==> config.mk <==
export PLATFORM = sky130hd
export DESIGN_NAME = fifo_ctrl_flat
export DESIGN_NICKNAME = d
export VERILOG_FILES = /design/src/rtl/fifo_ctrl_pkg.sv /design/src/rtl/fifo_ctrl_if.sv /design/src/rtl/fifo_ctrl_rr_arb2.sv /design/src/rtl/fifo_ctrl.sv /design/src/flat_wrapper.sv
export SDC_FILE = /design/constraint.sdc
export NUM_CORES = 1
export LEC_CHECK = 0
export BUFFER_PORTS_ARGS = -buffer_cell sky130_fd_sc_hd__buf_2
export CAP_MARGIN = 10
export CORE_UTILIZATION = 48
export CTS_BUF_LIST = sky130_fd_sc_hd__clkbuf_8
export DETAILED_ROUTE_END_ITERATION = 7
export GPL_TIMING_DRIVEN = 1
export MAX_ROUTING_LAYER = met4
export PLACE_DENSITY = 0.8
export SLEW_MARGIN = 0
export SYNTH_ARGS = -nofsm -noshare
export SYNTH_HDL_FRONTEND = slang
export SYNTH_SLANG_ARGS = --single-unit
==> constraint.sdc <==
create_clock -name clk -period 2.3 [get_ports clk]
set_input_delay 0.23 -clock clk [delete_from_list [all_inputs] [get_ports clk]]
set_output_delay 0.23 -clock clk [all_outputs]
set_load 0.05 [all_outputs]
==> src/rtl/fifo_ctrl_pkg.sv <==
// Shared types for the FIFO controller: FSM states, round-robin encoding and strobe decode.
package fifo_pkg;

   localparam int DEPTH_DEF = 16;

   typedef enum logic [2:0] {
      IDLE  = 3'd0,
      WRITE = 3'd1,
      WPTR  = 3'd2,
      READ  = 3'd3
   } state_e;

   typedef enum logic {
      PUSH = 1'b0,
      POP  = 1'b1
   } rr_e;

   typedef struct packed {
      logic ld1;
      logic ld2;
      logic ld3;
      logic push_ack;
      logic pop_ack;
      logic busy;
   } ctl_t;

   // Moore decode: every strobe is a pure function of the state it is registered against.
   function automatic ctl_t decode(state_e s);
      ctl_t c;
      c = '0;
      case (s)
         WRITE: begin c.ld1 = 1'b1; c.busy = 1'b1; end
         WPTR:  begin c.ld2 = 1'b1; c.push_ack = 1'b1; c.busy = 1'b1; end
         READ:  begin c.ld3 = 1'b1; c.pop_ack = 1'b1; c.busy = 1'b1; end
         default: c = '0;
      endcase
      return c;
   endfunction

endpackage

==> src/rtl/fifo_ctrl_if.sv <==
// Requester/datapath side bundle of the FIFO controller. FIFO_ERR_FLAG_EN adds ovf_err/udf_err.
interface fifo_ctrl_if #(parameter int DEPTH = fifo_pkg::DEPTH_DEF);

   localparam int LVL_W = $clog2(DEPTH) + 1;

   logic             push_req;
   logic             pop_req;
   logic             full;
   logic             empty;
   logic             ld1;
   logic             ld2;
   logic             ld3;
   logic             push_ack;
   logic             pop_ack;
   logic             busy;
   logic [LVL_W-1:0] level;

`ifdef FIFO_ERR_FLAG_EN
   logic             ovf_err;
   logic             udf_err;

   modport master (
      output push_req, pop_req, full, empty,
      input  ld1, ld2, ld3, push_ack, pop_ack, busy, level, ovf_err, udf_err
   );

   modport slave (
      input  push_req, pop_req, full, empty,
      output ld1, ld2, ld3, push_ack, pop_ack, busy, level, ovf_err, udf_err
   );
`else
   modport master (
      output push_req, pop_req, full, empty,
      input  ld1, ld2, ld3, push_ack, pop_ack, busy, level
   );

   modport slave (
      input  push_req, pop_req, full, empty,
      output ld1, ld2, ld3, push_ack, pop_ack, busy, level
   );
`endif

endinterface

==> src/rtl/fifo_ctrl_rr_arb2.sv <==
// Two-way round-robin arbiter; req[0]=push, req[1]=pop. Last grant resets to POP so push wins first.
module rr_arb2
   import fifo_pkg::*;
(
   input  logic       clk,
   input  logic       rst,
   input  logic [1:0] req_i,
   input  logic       advance_i,
   output logic [1:0] gnt_o
);

   rr_e last_q;

   always_comb begin
      gnt_o    = 2'b00;
      gnt_o[0] = req_i[0] & (~req_i[1] | (last_q == POP));
      gnt_o[1] = req_i[1] & (~req_i[0] | (last_q == PUSH));
   end

   always_ff @(posedge clk or negedge rst) begin
      if (!rst)
         last_q <= POP;
      else if (advance_i && (gnt_o != 2'b00))
         last_q <= gnt_o[1] ? POP : PUSH;
   end

endmodule

==> src/rtl/fifo_ctrl.sv <==
// FIFO controller FSM: arbitrates push/pop, sequences ld1/ld2/ld3, acks and occupancy level.
// Optional sticky ovf_err/udf_err flags are built when FIFO_ERR_FLAG_EN is defined.
module fifo_ctrl
   import fifo_pkg::*;
#(
   parameter  int DEPTH = DEPTH_DEF,
   localparam int LVL_W = $clog2(DEPTH) + 1
) (
   input  logic       clk,
   input  logic       rst,
   fifo_ctrl_if.slave bus
);

   state_e           state_q, state_d;
   ctl_t             ctl_q;
   logic [LVL_W-1:0] level_q;
   logic             in_idle;
   logic [1:0]       req, gnt;

   // Requests only count while idle and only if the datapath can actually serve them.
   assign in_idle = (state_q == IDLE);
   assign req     = {in_idle & bus.pop_req & ~bus.empty,
                     in_idle & bus.push_req & ~bus.full};

   rr_arb2 u_arb (
      .clk       (clk),
      .rst       (rst),
      .req_i     (req),
      .advance_i (in_idle),
      .gnt_o     (gnt)
   );

   always_comb begin
      state_d = state_q;
      case (state_q)
         IDLE:    state_d = gnt[0] ? WRITE : (gnt[1] ? READ : IDLE);
         WRITE:   state_d = WPTR;
         WPTR:    state_d = IDLE;
         READ:    state_d = IDLE;
         default: state_d = IDLE;
      endcase
   end

   // Outputs are registered against the next state so they line up with state_q.
   always_ff @(posedge clk or negedge rst) begin
      if (!rst) begin
         state_q <= IDLE;
         ctl_q   <= '0;
         level_q <= '0;
      end else begin
         state_q <= state_d;
         ctl_q   <= decode(state_d);
         if (state_d == WPTR && level_q != LVL_W'(DEPTH))
            level_q <= level_q + 1'b1;
         else if (state_d == READ && level_q != '0)
            level_q <= level_q - 1'b1;
      end
   end

   assign bus.ld1      = ctl_q.ld1;
   assign bus.ld2      = ctl_q.ld2;
   assign bus.ld3      = ctl_q.ld3;
   assign bus.push_ack = ctl_q.push_ack;
   assign bus.pop_ack  = ctl_q.pop_ack;
   assign bus.busy     = ctl_q.busy;
   assign bus.level    = level_q;

`ifdef FIFO_ERR_FLAG_EN
   logic ovf_q, udf_q;

   always_ff @(posedge clk or negedge rst) begin
      if (!rst) begin
         ovf_q <= 1'b0;
         udf_q <= 1'b0;
      end else begin
         if (in_idle && bus.push_req && bus.full)  ovf_q <= 1'b1;
         if (in_idle && bus.pop_req  && bus.empty) udf_q <= 1'b1;
      end
   end

   assign bus.ovf_err = ovf_q;
   assign bus.udf_err = udf_q;
`endif

endmodule

==> src/flat_wrapper.sv <==
// flat-port wrapper written by rule: the top's interface ports become plain ports
module fifo_ctrl_flat import fifo_pkg::*;
#(
   parameter  int DEPTH = DEPTH_DEF,
   localparam int LVL_W = $clog2(DEPTH) + 1
)
  (clk, rst, bus_push_req, bus_pop_req, bus_full, bus_empty, bus_ld1, bus_ld2, bus_ld3, bus_push_ack, bus_pop_ack, bus_busy, bus_level);
  fifo_ctrl_if #(.DEPTH(DEPTH)) bus_i ();
  input  logic clk;
  input  logic rst;
  input wire logic [$bits(bus_i.push_req)-1:0] bus_push_req;
  input wire logic [$bits(bus_i.pop_req)-1:0] bus_pop_req;
  input wire logic [$bits(bus_i.full)-1:0] bus_full;
  input wire logic [$bits(bus_i.empty)-1:0] bus_empty;
  output wire logic [$bits(bus_i.ld1)-1:0] bus_ld1;
  output wire logic [$bits(bus_i.ld2)-1:0] bus_ld2;
  output wire logic [$bits(bus_i.ld3)-1:0] bus_ld3;
  output wire logic [$bits(bus_i.push_ack)-1:0] bus_push_ack;
  output wire logic [$bits(bus_i.pop_ack)-1:0] bus_pop_ack;
  output wire logic [$bits(bus_i.busy)-1:0] bus_busy;
  output wire logic [$bits(bus_i.level)-1:0] bus_level;
  assign bus_i.push_req = bus_push_req;
  assign bus_i.pop_req = bus_pop_req;
  assign bus_i.full = bus_full;
  assign bus_i.empty = bus_empty;
  assign bus_ld1 = bus_i.ld1;
  assign bus_ld2 = bus_i.ld2;
  assign bus_ld3 = bus_i.ld3;
  assign bus_push_ack = bus_i.push_ack;
  assign bus_pop_ack = bus_i.pop_ack;
  assign bus_busy = bus_i.busy;
  assign bus_level = bus_i.level;
  fifo_ctrl #(.DEPTH(DEPTH)) u_core (.clk(clk), .rst(rst), .bus(bus_i));
endmodule
==> results.py <==
metrics = {
    "die": {
        "dieArea_um2": 1540,
        "die_h_um": 39.24,
        "num_rows": 13,
        "io_pins": 17,
        "initial_core_util": 0.5115,
        "core_um2": 1301,
        "die_w_um": 39.24,
    },
    "global_routing": {
        "grt_use_total": 0.2109,
        "grt_pass1_wl_um": 2001,
        "grt_max_degree": 13,
        "grt_pass1_vias": 455,
        "antenna_found_initial": 0,
        "overflow": 0,
    },
    "placed_design": {
        "dp_hpwl_um": 999.7,
        "dp_cells": 86,
        "dp_slack_ps": 15.38,
        "portBuffers": 16,
        "place.gp.congestion": 0.7449,
    },
    "timing": {
        "whs_ps": 316.6,
        "setup_viol": 0,
        "grt_setup_unrepaired": "yes",
        "skew_ps": 10.91,
        "relSlewSlack": 0.8014,
        "hold_violations": 0,
        "period_needed_ps": 2259,
        "tightest_slew_ps": 297.9,
        "finalCritPeriodShare": 0.9823,
        "setup_slack_ps": 40.63,
        "slew_viol_final": 0,
        "clock.fmax_ghz": 0.4426,
    },
    "power": {
        "p_switching_uw": 658.4,
        "pwr-share-comb": 0.572,
        "pwr_density_cell_nw_per_um2": 1605,
        "swShare": 0.4772,
        "finalPower_uw": 1380,
        "irDropWorstVdd_mv": 0.7371,
        "power.share.clock": 0.140,
        "power_frac_seq": 0.288,
        "internal-power_uw": 721.3,
        "leakage_uw": 0.0004142,
    },
    "logic_synthesis": {
        "synth_area_um2": 665.6,
        "syn_avg_cell_area_um2": 12.10,
        "synth-edff-count": 0,
        "synthFlopType": "dfrtp_1",
        "synth_fp_nets": 65,
        "ys_types": 27,
        "synth_compound_area_frac": 0.1316,
        "yosys_warnings": 0,
        "ys_seq_area_frac": 0.4530,
        "synth_largest_area_cell": "dfrtp_1",
        "synth-async-reset-ratio": 1.000,
        "synth_top_area_frac": 0.4135,
        "synth-simple-area-share": 0.1560,
        "synth_fa_ha_area_frac": 0.08647,
        "synthCells": 55,
        "synthXorXnorAreaFrac": 0.03947,
        "ys_seq_elements": 12,
        "synth_area_leaders": "dfrtp_1 (41%), mux2_1 (6.8%), ha_1 (5.6%)",
        "synth_top_family_by_area": "simple AND/OR/NAND/NOR gates",
        "synthMuxAreaShare": 0.08271,
    },
    "finish": {
        "multi_input_area_um2": 354.1,
        "final_cells": 93,
        "final_core_util": 0.6606,
        "num-fill-cells": 100,
        "area_delta_synth_final_pct": 29.14,
        "regArea_um2": 306.5,
        "layout.nets": 89,
        "n_antenna_cell": 0,
        "drive_gt1_frac": 0.4744,
    },
    "worst_setup_path": {
        "arrival_ps": 2390,
        "critPathCaptureType": "flip-flop",
        "crit_fanout": 4,
        "crit_type": "flip-flop to flip-flop",
        "cp-start-kind": "flip-flop",
        "reg2reg_depth": 8,
        "cp.required_ps": 2430,
    },
    "clock_network": {
        "path_clk_slew_ps": 60,
        "clkLatencyLatePin_ps": 240,
        "cts.sinks": 12,
        "cts_buffer_depth": 2,
        "post_cts_resized": 0,
        "cts_root_buffer": "clkbuf_8",
        "cts_buffers": 3,
        "cts_htree_levels": 1,
        "tritoncts": "done",
    },
    "status": {
        "status": "finished, final reports clean",
    },
    "drt": {
        "num_vias": 497,
        "routed_wl_um": 1340,
        "drt_iter0_drc": 9,
        "route.antenna.remaining_nets": 0,
        "firstDrtPassIters": 2,
        "drc": 0,
        "avgViaCountPerCell": 5.344,
        "wl_per_cell_um": 14.41,
    },
    "worst_hold_path": {
        "holdPathStages": 3,
        "hp-class": "input port to flip-flop",
    },
    "job": {
        "cap_violations": 0,
    },
}
through the flow:
| step | TNS, ps | instance area, um2 |
|---|---|---|
| after floorplan | 0 | 694.4 |
| after global placement | 0 | 789.5 |
| after detailed placement | 0 | 789.5 |
| after CTS | 0 | 844.6 |
| after global routing | -100.7 | 859.6 |
| final | 0 | 859.6 |
cells by family (layout without fill, tap and decap cells):
group / count (synthesis) / count (layout)
adders and majority gates: 4 / 4
muxes: 5 / 5
and+or+nand+nor: 17 / 17
DFF: 12 / 12
xor gates and xnor gates: 3 / 3
AOI/OAI and AO/OA: 9 / 9
buffers and inverters: 5 / 28
layer usage:
metal  global-route usage  part of all wire  vias up
met5                    -                 0        -
met4              0.07759             0.013        0
met3              0.05202             0.042        2
met2               0.3625              0.50       13
met1               0.2347              0.44      242
li1                     -                 -      240
critical path, cell delays in order (launching register included):
cell and delay (ps):
dfrtp_2 440, nor4_4 330, nand2_1 140, nand2_2 160, ha_4 220, a21o_1 210, a21oi_1 150, mux2_1 330
and3_1 180
layout make-up:
type                            instances  share of cell area
Clock buffer                            3             0.04803
Clock inverter                          1            0.004367
Tap cell                               15             0.02183
Sequential cell                        12              0.3566
Multi-Input combinational cell         38              0.4119
Timing Repair Buffer                   22              0.1485
Inverter                                2            0.008734
path summary, 6_finish.rpt:
check / slack (ps) / to / start
worst max-delay path: 40 / u_core.bus.level[4] / u_core.bus.level[3]
worst min-delay path: 320 / u_core.bus.ld1 / bus_full
worst max register to register: 40 / u_core.bus.level[4] / u_core.bus.level[3]
worst min register to register: 520 / u_core.u_arb.last_q / u_core.u_arb.last_q
max in group asynchronous: 1620 / u_core.u_arb.last_q / rst
min in group asynchronous: 400 / u_core.bus.level[4] / rst
cell usage after synthesis (2+ instances only):
| master | n |
|---|---|
| a21oi_1 | 2 |
| inv_1 | 2 |
| a21o_1 | 3 |
| nor2_1 | 4 |
| ha_1 | 3 |
| nand3_1 | 2 |
| mux2_1 | 4 |
| dfrtp_1 | 11 |
| nand2_1 | 4 |
| buf_4 | 2 |
| xor2_1 | 2 |
what timing repair did:
item	CTS	global route
endpoints found under the hold margin	11	0
setup endpoints to repair	0	2
hold buffers	1	0
setup buffers	0	2
sequential cells by signal (all words and copies together) (netlist names):
name                 flops
u_core.bus.ld1           1
u_core.bus.ld2           1
u_core.u_arb.last_q      1
u_core.bus.busy          1
u_core.bus.level         5
u_core.state_q           2
u_core.bus.ld3           1
cell usage in the layout, fill, tap and decap left out, drive strengths merged, types with 2 or more instances in the layout:
cell type	Yosys	final
clkbuf	0	3
dfrtp	11	11
or4b	2	2
nor2	4	4
xor2	2	2
a21o	3	3
ha	3	3
mux2	4	4
buf	3	21
nand3	2	2
inv	2	3
a21oi	2	2
nand2	4	4
power groups by stage:
stage               Combinational (uW)  Clock (uW)  Sequential (uW)
finish                             789         193              398
global route                       848         205              412
CTS                                783         195              399
detailed placement                 778           0              403
global placement                   748           0              392
floorplan                          398           0              606
Power figures use the tool's default switching activity.
